## src/rtl/score_uart_pkg.sv

```systemverilog
// Shared types and constants for the score link transmitter.
// SCORE_UART_TX_PARITY_EN adds the PARITY state used by the even-parity build.
package score_uart_pkg;

    localparam logic [7:0] HEADER_DEF  = 8'hA5;
    localparam int         FRAME_BYTES = 4;

    typedef enum logic [2:0] {
        IDLE,
        START,
        DATA,
`ifdef SCORE_UART_TX_PARITY_EN
        PARITY,
`endif
        STOP
    } tx_state_t;

    function automatic logic [7:0] chk(input logic [7:0] h, input logic [7:0] a, input logic [7:0] b);
        return h ^ a ^ b;
    endfunction

endpackage

```

## src/rtl/uart_tx_byte.sv

```systemverilog
// Single-byte UART serializer with its own baud counter.
// SCORE_UART_TX_PARITY_EN inserts an even-parity bit after data bit 7.
module uart_tx_byte
    import score_uart_pkg::*;
#(
    parameter int CLKS_PER_BIT = 10
) (
    input  logic       clk,
    input  logic       rst,
    input  logic       start,
    input  logic [7:0] data,
    output logic       tx,
    output logic       byte_done
);

    localparam int                CNT_W    = (CLKS_PER_BIT > 1) ? $clog2(CLKS_PER_BIT) : 1;
    localparam logic [CNT_W-1:0]  CNT_LAST = CNT_W'(CLKS_PER_BIT - 1);
    localparam logic [CNT_W-1:0]  CNT_PRE  = CNT_W'(CLKS_PER_BIT - 2);

    tx_state_t        state;
    logic [CNT_W-1:0] cnt;
    logic [2:0]       bit_idx;
    logic [7:0]       shreg;
    logic             bit_end;

    assign bit_end = (cnt == CNT_LAST);

    // Handshake: start/data are taken when idle or on the final cycle of a stop
    // bit (the cycle byte_done is high), so consecutive bytes run with no gap.
    always_ff @(posedge clk or negedge rst) begin
        if (!rst) begin
            state     <= IDLE;
            cnt       <= '0;
            bit_idx   <= '0;
            shreg     <= '0;
            tx        <= 1'b1;
            byte_done <= 1'b0;
        end else begin
            byte_done <= 1'b0;
            cnt       <= bit_end ? '0 : cnt + CNT_W'(1);
            case (state)
                IDLE: begin
                    cnt <= '0;
                    if (start) begin
                        state <= START;
                        shreg <= data;
                        tx    <= 1'b0;
                    end
                end
                START: begin
                    if (bit_end) begin
                        state   <= DATA;
                        bit_idx <= '0;
                        tx      <= shreg[0];
                    end
                end
                DATA: begin
                    if (bit_end) begin
                        if (bit_idx == 3'd7) begin
`ifdef SCORE_UART_TX_PARITY_EN
                            state <= PARITY;
                            tx    <= ^shreg;
`else
                            state <= STOP;
                            tx    <= 1'b1;
`endif
                        end else begin
                            bit_idx <= bit_idx + 3'd1;
                            tx      <= shreg[bit_idx + 3'd1];
                        end
                    end
                end
`ifdef SCORE_UART_TX_PARITY_EN
                PARITY: begin
                    if (bit_end) begin
                        state <= STOP;
                        tx    <= 1'b1;
                    end
                end
`endif
                STOP: begin
                    // Raised one cycle early so it is high on the last stop cycle.
                    if (cnt == CNT_PRE) byte_done <= 1'b1;
                    if (bit_end) begin
                        if (start) begin
                            state <= START;
                            shreg <= data;
                            tx    <= 1'b0;
                        end else begin
                            state <= IDLE;
                        end
                    end
                end
                default: state <= IDLE;
            endcase
        end
    end

endmodule

```

## src/rtl/score_uart_tx.sv

```systemverilog
// Score link transmitter: sends HEADER, score1, score2, checksum whenever the scores
// change or send_req pulses. SCORE_UART_TX_PARITY_EN selects 11-bit bytes with even parity.
module score_uart_tx
    import score_uart_pkg::*;
#(
    parameter int         CLK_FREQ = 50_000_000,
    parameter int         BAUD     = 115_200,
    parameter logic [7:0] HEADER   = HEADER_DEF
) (
    input  logic       clk,
    input  logic       rst,
    input  logic [7:0] score1,
    input  logic [7:0] score2,
    input  logic       send_req,
    output logic       tx,
    output logic       busy,
    output logic       frame_done
);

    localparam int         CLKS_PER_BIT = CLK_FREQ / BAUD;
    localparam logic [1:0] LAST_BYTE    = 2'(FRAME_BYTES - 1);

    if (CLKS_PER_BIT < 2) begin : g_cpb_check
        $error("score_uart_tx: CLK_FREQ/BAUD must be at least 2");
    end

    logic [7:0] s1, s2, last1, last2;
    logic       pending;
    logic [1:0] byte_idx;
    logic       byte_done;
    logic       start_byte;
    logic [7:0] byte_data;
    logic       event_now;
    logic       trigger;

    assign event_now  = send_req | ({score1, score2} != {last1, last2});
    assign trigger    = event_now | pending;
    assign frame_done = busy & byte_done & (byte_idx == LAST_BYTE);

    // Byte 0 launches from idle; the rest chain off byte_done of the previous byte.
    always_comb begin
        start_byte = 1'b0;
        byte_data  = HEADER;
        if (!busy) begin
            start_byte = trigger;
        end else if (byte_done && byte_idx != LAST_BYTE) begin
            start_byte = 1'b1;
            case (byte_idx)
                2'd0:    byte_data = s1;
                2'd1:    byte_data = s2;
                default: byte_data = chk(HEADER, s1, s2);
            endcase
        end
    end

    always_ff @(posedge clk or negedge rst) begin
        if (!rst) begin
            s1       <= '0;
            s2       <= '0;
            last1    <= '0;
            last2    <= '0;
            pending  <= 1'b0;
            byte_idx <= '0;
            busy     <= 1'b0;
        end else if (!busy) begin
            if (trigger) begin
                s1       <= score1;
                s2       <= score2;
                last1    <= score1;
                last2    <= score2;
                pending  <= 1'b0;
                byte_idx <= '0;
                busy     <= 1'b1;
            end
        end else begin
            // Events during a frame collapse into a single follow-up frame.
            if (event_now) pending <= 1'b1;
            if (byte_done) begin
                if (byte_idx == LAST_BYTE) busy <= 1'b0;
                else                       byte_idx <= byte_idx + 2'd1;
            end
        end
    end

    uart_tx_byte #(
        .CLKS_PER_BIT(CLKS_PER_BIT)
    ) u_byte (
        .clk      (clk),
        .rst      (rst),
        .start    (start_byte),
        .data     (byte_data),
        .tx       (tx),
        .byte_done(byte_done)
    );

endmodule
```

## config.mk

```make
export PLATFORM = sky130hd
export DESIGN_NAME = score_uart_tx
export DESIGN_NICKNAME = d
export VERILOG_FILES = /design/src/rtl/score_uart_pkg.sv /design/src/rtl/uart_tx_byte.sv /design/src/rtl/score_uart_tx.sv
export SDC_FILE = /design/constraint.sdc
export NUM_CORES = 1
export LEC_CHECK = 0
export ABC_AREA = 0
export CAP_MARGIN = 20
export CORE_MARGIN = 2
export CORE_UTILIZATION = 60
export DETAILED_ROUTE_END_ITERATION = 8
export GPL_TIMING_DRIVEN = 0
export PLACE_DENSITY = 0.82
export SLEW_MARGIN = 30
export SYNTH_ARGS = -nofsm -noshare
export SYNTH_HDL_FRONTEND = slang
export SYNTH_SLANG_ARGS = --single-unit
```

## constraint.sdc

```tcl
create_clock -name clk -period 6.3 [get_ports clk]
set_input_delay 0.945 -clock clk [delete_from_list [all_inputs] [get_ports clk]]
set_output_delay 0.945 -clock clk [all_outputs]
set_load 0.01 [all_outputs]
```

==> results of run 1 <==
worst max-delay path, delay by kind of cell (launching register included):
kind                   cells  cell delay (ns)
buffers and inverters      2             1.02
flip-flops                 1             0.48
AND/OR/NAND/NOR            1             0.29
stage by stage:
step / hold slack (ns) / utilization, % / power [mW] / cell area [µm²] / setup slack (ns)
floorplan: 0.471 / - / 0.316 / 2520 / 3.94
global placement: 0.495 / 69.2 / 0.338 / 2790 / 3.12
detailed placement: 0.514 / 69.6 / 0.341 / 2800 / 3.11
CTS: 0.525 / 71.5 / 0.506 / 2880 / 3.27
global route: 0.539 / 71.5 / 0.523 / 2880 / 3.14
finish: 0.524 / 71.5 / 0.502 / 2880 / 3.27
cell type report:
class / instances / area, µm²
Clock buffer: 6 / 72.6
Inverter: 9 / 33.8
Timing Repair Buffer: 22 / 225
Buffer: 8 / 31.3
Clock inverter: 1 / 5.00
Multi-Input combinational cell: 170 / 1350
Tap cell: 50 / 62.6
Fill cell: 305 / 1150
Sequential cell: 44 / 1100
Yosys cell counts (all sizes together), types with 3 or more instances:
| cell | instances | share of area, % |
|---|---|---|
| dfrtp | 43 | 43 |
| mux2 | 20 | 9.0 |
| xnor2 | 19 | 6.6 |
| nor2 | 16 | 2.4 |
| ha | 12 | 6.0 |
| nand3 | 11 | 2.2 |
| nand2 | 10 | 1.5 |
| inv | 9 | 1.3 |
| o21bai | 8 | 2.4 |
| clkbuf | 7 | 1.0 |
| a21oi | 6 | 1.3 |
| o21ai | 6 | 1.2 |
| a22o | 5 | 1.7 |
| a22oi | 5 | 1.5 |
| nor4 | 5 | 1.8 |
| o22ai | 5 | 1.2 |
| and3 | 4 | 0.99 |
| nand4 | 4 | 0.99 |
| o31a | 4 | 1.4 |
| xor2 | 4 | 1.4 |
| a31oi | 3 | 0.75 |
| nand2b | 3 | 0.75 |
report_power, final:
| group | total, mW | leakage, nW | switching, mW | internal (mW) |
|---|---|---|---|---|
| registers | 0.294 | 0.513 | 0.00671 | 0.287 |
| clock network | 0.167 | 0.0410 | 0.0914 | 0.0755 |
| logic | 0.0410 | 0.688 | 0.0174 | 0.0236 |
flip-flops by register name, indices dropped and copies added, names as in the netlist:
signal / flops
pending: 1
last1: 8
u_byte.bit_idx: 3
byte_idx: 2
u_byte.byte_done: 1
busy: 1
u_byte.cnt: 9
u_byte.state: 2
u_byte.shreg: 8
last2: 8
u_byte.tx: 1
kinds of logic (layout without fill, tap and decap cells):
family,after synthesis,count (layout)
fa+ha+maj,12,12
simple gates,61,61
flops,44,44
xor+xnor,23,23
compound gates,51,51
mux,23,23
buf+inv,17,46
per-layer routing:
layer | vias to the layer above | share of wire (%) | GRT usage (%) | wire length, µm
li1 | 899 | - | - | -
met2 | 47 | 49 | 40.9 | 2440
met5 | - | 0 | 0 | 0
met3 | 5 | 5.4 | 6.82 | 267
met1 | 916 | 44 | 32.8 | 2200
met4 | 0 | 1.2 | 7.35 | 59
how the worst max path moves through the flow:
stage                         endpoint  slack (ns)  cells after the start
4_1_cts                     frame_done        3.27                      3
3_3_place_gp   u_byte.cnt[5]$_DFF_PN0_        3.12                      1
2_1_floorplan     last1[0]$_DFFE_PN0P_        3.94                      6
5_1_grt                     frame_done        3.14                      3
3_5_place_dp      last1[0]$_DFFE_PN0P_        3.11                      7
6_report                    frame_done        3.27                      3
==> impl_metrics.csv, run 1 <==
group,metric,value,unit
detailed_routing,routed_wl,4970,µm
yosys,synth_top_family_by_area,"compound AO/OA/AOI/OAI gates",
finish,area_delta_synth_final,14.5,%
detailed_routing,vias,1867,
critical_path,reg2reg_depth,6,
clocking,cts.sinks,44,
yosys,yosys_warnings,0,
critical_path,r2r_slack,4.04,ns
clocking,cts_setup_buffers,0,
pwr,p_per_area,174,mW/mm²
placement,placedCellCount,303,
yosys,muxShareOfSynthArea,11.1,%
critical_path,cp_cell_sequence,"clkbuf_1 -> and3_1 -> clkdlybuf4s50_1",
yosys,synth-simple-area-share,13.8,%
sta,slew_viol_final,0,
global_routing,grt_max_degree,28,
critical_path,rr_startpoint,"byte_idx[0]$_DFFE_PN0P_",
clocking,insertion_delay,0.30,ns
yosys,ys_types,43,
clocking,hold_buffers,0,
outcome,status,"finished clean",
finish,n_antenna_cell,0,
finish,final_cell_count_no_fill,310,
sta,setup_viol,0,
floorplanning,row_count,23,
yosys,synth_area,0.00252,mm²
yosys,synth_xor_area_share,8.01,%
clocking,clockBufferDepth,2,
yosys,synth_edf_count,0,
detailed_routing,viasPerCell,6.02,
floorplanning,die_height,68.8,µm
clocking,cts_resized,0,
yosys,syn_inst,231,
yosys,syn_nets,262,
critical_path,critPathCaptureType,"output port",
worst_hold_path,worst_hold_path_type,"reg2reg",
critical_path,rr_endpoint,"u_byte.state[1]$_DFFE_PN0P_",
worst_hold_path,hold_end,"u_byte.cnt[0]$_DFF_PN0_",
sta,clock_skew,0.00742,ns
critical_path,cp_data_required_time,5.35,ns
placement,dp_hpwl,3680,µm
sta,finalCritPeriodShare,48.1,%
clocking,numCtsBuffers,5,
pwr,p_leak,1.24,nW
clocking,cts_root_buffer,"clkbuf_8",
detailed_routing,wire_per_inst,16.0,µm
floorplanning,initial_core_util,62.5,%
finish,final_common_cell,"dfrtp_1",
global_routing,first_global_vias,1808,
yosys,ys.flop_type,"dfrtp_1",
placement,routabilityCongestion,0.866,
detailed_routing,drc_errors,0,
yosys,synth-compound-area-share,14.7,%
critical_path,crit_arrival,2.09,ns
yosys,async_flop_share,100,%
floorplanning,dieArea,0.00473,mm²
placement,io_buffer_count,21,
sta,final.min_clock_period,3.03,ns
pwr,ir_drop,0.105,mV
sta,fin_setup_tns,0,ns
yosys,synthAdderAreaFrac,5.97,%
finish,layout.nets,291,
floorplanning,core-area,0.00403,mm²
detailed_routing,first_iter_violations,148,
sta,clock.fmax,0.330,GHz
clocking,htreeDepth,2,
global_routing,grt_pass1_wl,8470,µm
critical_path,cpPeakStageDelay,0.55,ns
finish,drive_gt1_share,11.9,%
sta,slew_headroom,61.1,%
detailed_routing,antenna_left,0,
critical_path,critPathMaxFanout,10,
sta,finalHoldViolations,0,
critical_path,crit_slowest_cell,"clkdlybuf4s50_1",
worst_hold_path,hold_path.startpoint,"u_byte.cnt[0]$_DFF_PN0_",
job,maxCapViolCount,0,
yosys,ys_seq_elements,44,
yosys,synth_seq_area_share,43.8,%
critical_path,cp-startpoint,"busy$_DFF_PN0_",
worst_hold_path,hold_depth,1,
global_routing,grt_usage,25.1,%
sta,tightest_slew,0.582,ns
finish,layout_common_cells,"43 x dfrtp_1, 20 x clkdlybuf4s50_1, 19 x xnor2_1",
clocking,cts_tree,"built",
global_routing,grt.overflow.total,0,
floorplanning,die_w,68.8,µm
critical_path,worst-setup-path-type,"reg2out",
yosys,syn_avg_cell_area,10.9,µm²
global_routing,antenna_found_initial,0,
sta,rsz0062_at_grt,"no",
clocking,path_clk_slew,0.08,ns
critical_path,critPathLaunchType,"flip-flop",
detailed_routing,drt_first_pass_iters,4,
floorplanning,io_pins,22,
Note: power is estimated with default switching activity, not from simulation.
==> run 2, diff against run 1 <==
Settings changed: CORE_UTILIZATION 60 to 57, PLACE_DENSITY 0.82 to 0.79.
Clock period 6.3 ns to 2.9 ns, I/O delays scaled along.
==> run 2 against run 1 <==
Sequential power is 120% higher; non-clock buffer count fell by 1; critical path type unchanged; flip-flop and latch count did not move; utilization decreased by 4.4 points.
==> impl_metrics.csv, run 2 (synthesis gave the netlist of run 1 again) <==
group,metric,value,unit
critical_path,reg2reg_depth,6,
critical_path,cp.buffers_inverters,2,
pwr,finalPower,1.13,mW
finish,layout.nets,290,
pwr,ir_drop,0.272,mV
clocking,insertion_delay,0.30,ns
detailed_routing,vias,1868,
global_routing,first_global_vias,1797,
finish,area_delta_synth_final,14.6,%
pwr,p_per_area,391,mW/mm²
job,maxCapViolCount,0,
global_routing,antenna_found_initial,0,
sta,finalHoldViolations,0,
sta,final.min_clock_period,2.54,ns
finish,largest_register,"u_byte.cnt",
clocking,cts_tree,"built",
outcome,status,"finished clean",
critical_path,crit_slowest_cell,"clkdlybuf4s50_1",
placement,dpl_worst_slack,0.233,ns
detailed_routing,drc_errors,0,
floorplanning,initial_core_util,58.6,%
detailed_routing,routed_wl,4860,µm
finish,final_common_cell,"dfrtp_1",
sta,clock.fmax,0.393,GHz
floorplanning,core-area,0.00429,mm²
critical_path,crit_arrival,2.11,ns
finish,layout_common_cells,"43 x dfrtp_1, 20 x clkdlybuf4s50_1, 19 x xnor2_1",
global_routing,grt_pass1_wl,8530,µm
finish,final_cell_count_no_fill,312,
clocking,numCtsBuffers,5,
detailed_routing,wire_per_inst,15.6,µm
placement,routabilityCongestion,0.838,
critical_path,critical_path.top_delay_family,"buffers and inverters",
sta,slew_viol_final,0,
detailed_routing,viasPerCell,5.99,
sta,rsz0062_at_grt,"no",
global_routing,grt.overflow.total,0,
clocking,cts.sinks,44,
clocking,cts_resized,0,
floorplanning,dieArea,0.00496,mm²
critical_path,rr_startpoint,"byte_idx[0]$_DFFE_PN0P_",
sta,setup_viol,0,
critical_path,crit_cells,3,
sta,finalCritPeriodShare,87.7,%
floorplanning,die_w,70.4,µm
global_routing,grt_max_degree,45,
critical_path,cp_data_required_time,2.47,ns
finish,largest_reg_flops,9,
finish,n_antenna_cell,0,
floorplanning,io_pins,22,
clocking,hold_buffers,0,
floorplanning,row_count,24,
clocking,cts_root_buffer,"clkbuf_8",
pwr,p_leak,1.24,nW
critical_path,cpPeakStageDelay,0.56,ns
detailed_routing,drt_first_pass_iters,4,
critical_path,critPathCaptureType,"output port",
placement,dp_hpwl,3550,µm
clocking,path_clk_slew,0.09,ns
sta,tightest_slew,0.566,ns
global_routing,grt_usage,21.9,%
sta,slew_headroom,62.1,%
placement,placedCellCount,304,
floorplanning,die_height,70.4,µm
finish,utilization,67.1,%
sta,fin_setup_tns,0,ns
critical_path,cp-startpoint,"busy$_DFF_PN0_",
critical_path,worst-setup-path-type,"reg2out",
worst_hold_path,worst_hold_path_type,"in2async",
critical_path,critPathMaxFanout,10,
clocking,cts_setup_buffers,0,
placement,io_buffer_count,21,
critical_path,critPathLaunchType,"flip-flop",
clocking,clockBufferDepth,2,
clocking,htreeDepth,2,
detailed_routing,first_iter_violations,107,
detailed_routing,antenna_left,0,
finish,drive_gt1_share,11.9,%
critical_path,cp_cell_sequence,"clkbuf_1 -> and3_1 -> clkdlybuf4s50_1",
sta,clock_skew,0.0139,ns
sta,worst_slack,0.356,ns
## run 2: final timing paths
| path | to | slack, ns |
|---|---|---|
| worst max-delay path | frame_done | 0.36 |
| worst min-delay path | last1[4]$_DFFE_PN0P_ | 0.11 |
| worst max register to register | u_byte.state[1]$_DFFE_PN0P_ | 0.61 |
| worst min register to register | u_byte.shreg[5]$_DFFE_PN0P_ | 0.52 |
| max in group asynchronous | u_byte.state[1]$_DFFE_PN0P_ | 2.40 |
| min in group clk | u_byte.shreg[5]$_DFFE_PN0P_ | 0.52 |
## run 2: final cells by class
cell class | instances | area (µm²)
buffer | 8 | 31.3
clock inverter | 1 | 7.51
timing repair buffer | 21 | 208
fill | 340 | 1410
inverter | 9 | 33.8
clock buffer | 7 | 86.3
multi-input combinational | 170 | 1350
tap | 52 | 65.1
sequential | 44 | 1100
## run 2: per-layer routing
| metal | GRT usage [%] | up-vias | part of all wire [%] |
|---|---|---|---|
| li1 | - | 896 | - |
| met1 | 29.9 | 930 | 46 |
| met2 | 34.8 | 35 | 49 |
| met3 | 4.62 | 7 | 3.9 |
| met4 | 7.48 | 0 | 0.97 |
| met5 | 0 | - | 0 |
## run 2: where the power goes
group	leakage (nW)	internal (mW)	total (mW)	switching, mW
combinational	0.679	0.0488	0.0839	0.0350
clock	0.0445	0.194	0.406	0.212
sequential	0.513	0.624	0.639	0.0145
## run 2: metrics by stage
stage / cell area [µm²] / hold slack, ns
2_1_floorplan: 2520 / 0.139
6_report: 2880 / 0.114
3_3_place_gp: 2790 / 0.499
4_1_cts: 2880 / 0.134
3_5_place_dp: 2790 / 0.463
5_1_grt: 2880 / 0.167
## run 2: worst reg2reg max path, stage by stage, from the launching register on
cell and delay, ns:
dfrtp_1 0.42, ha_1 0.23, nand3b_2 0.32, and2_1 0.24, a221o_1 0.34, a31oi_1 0.25
mux2_2 0.37
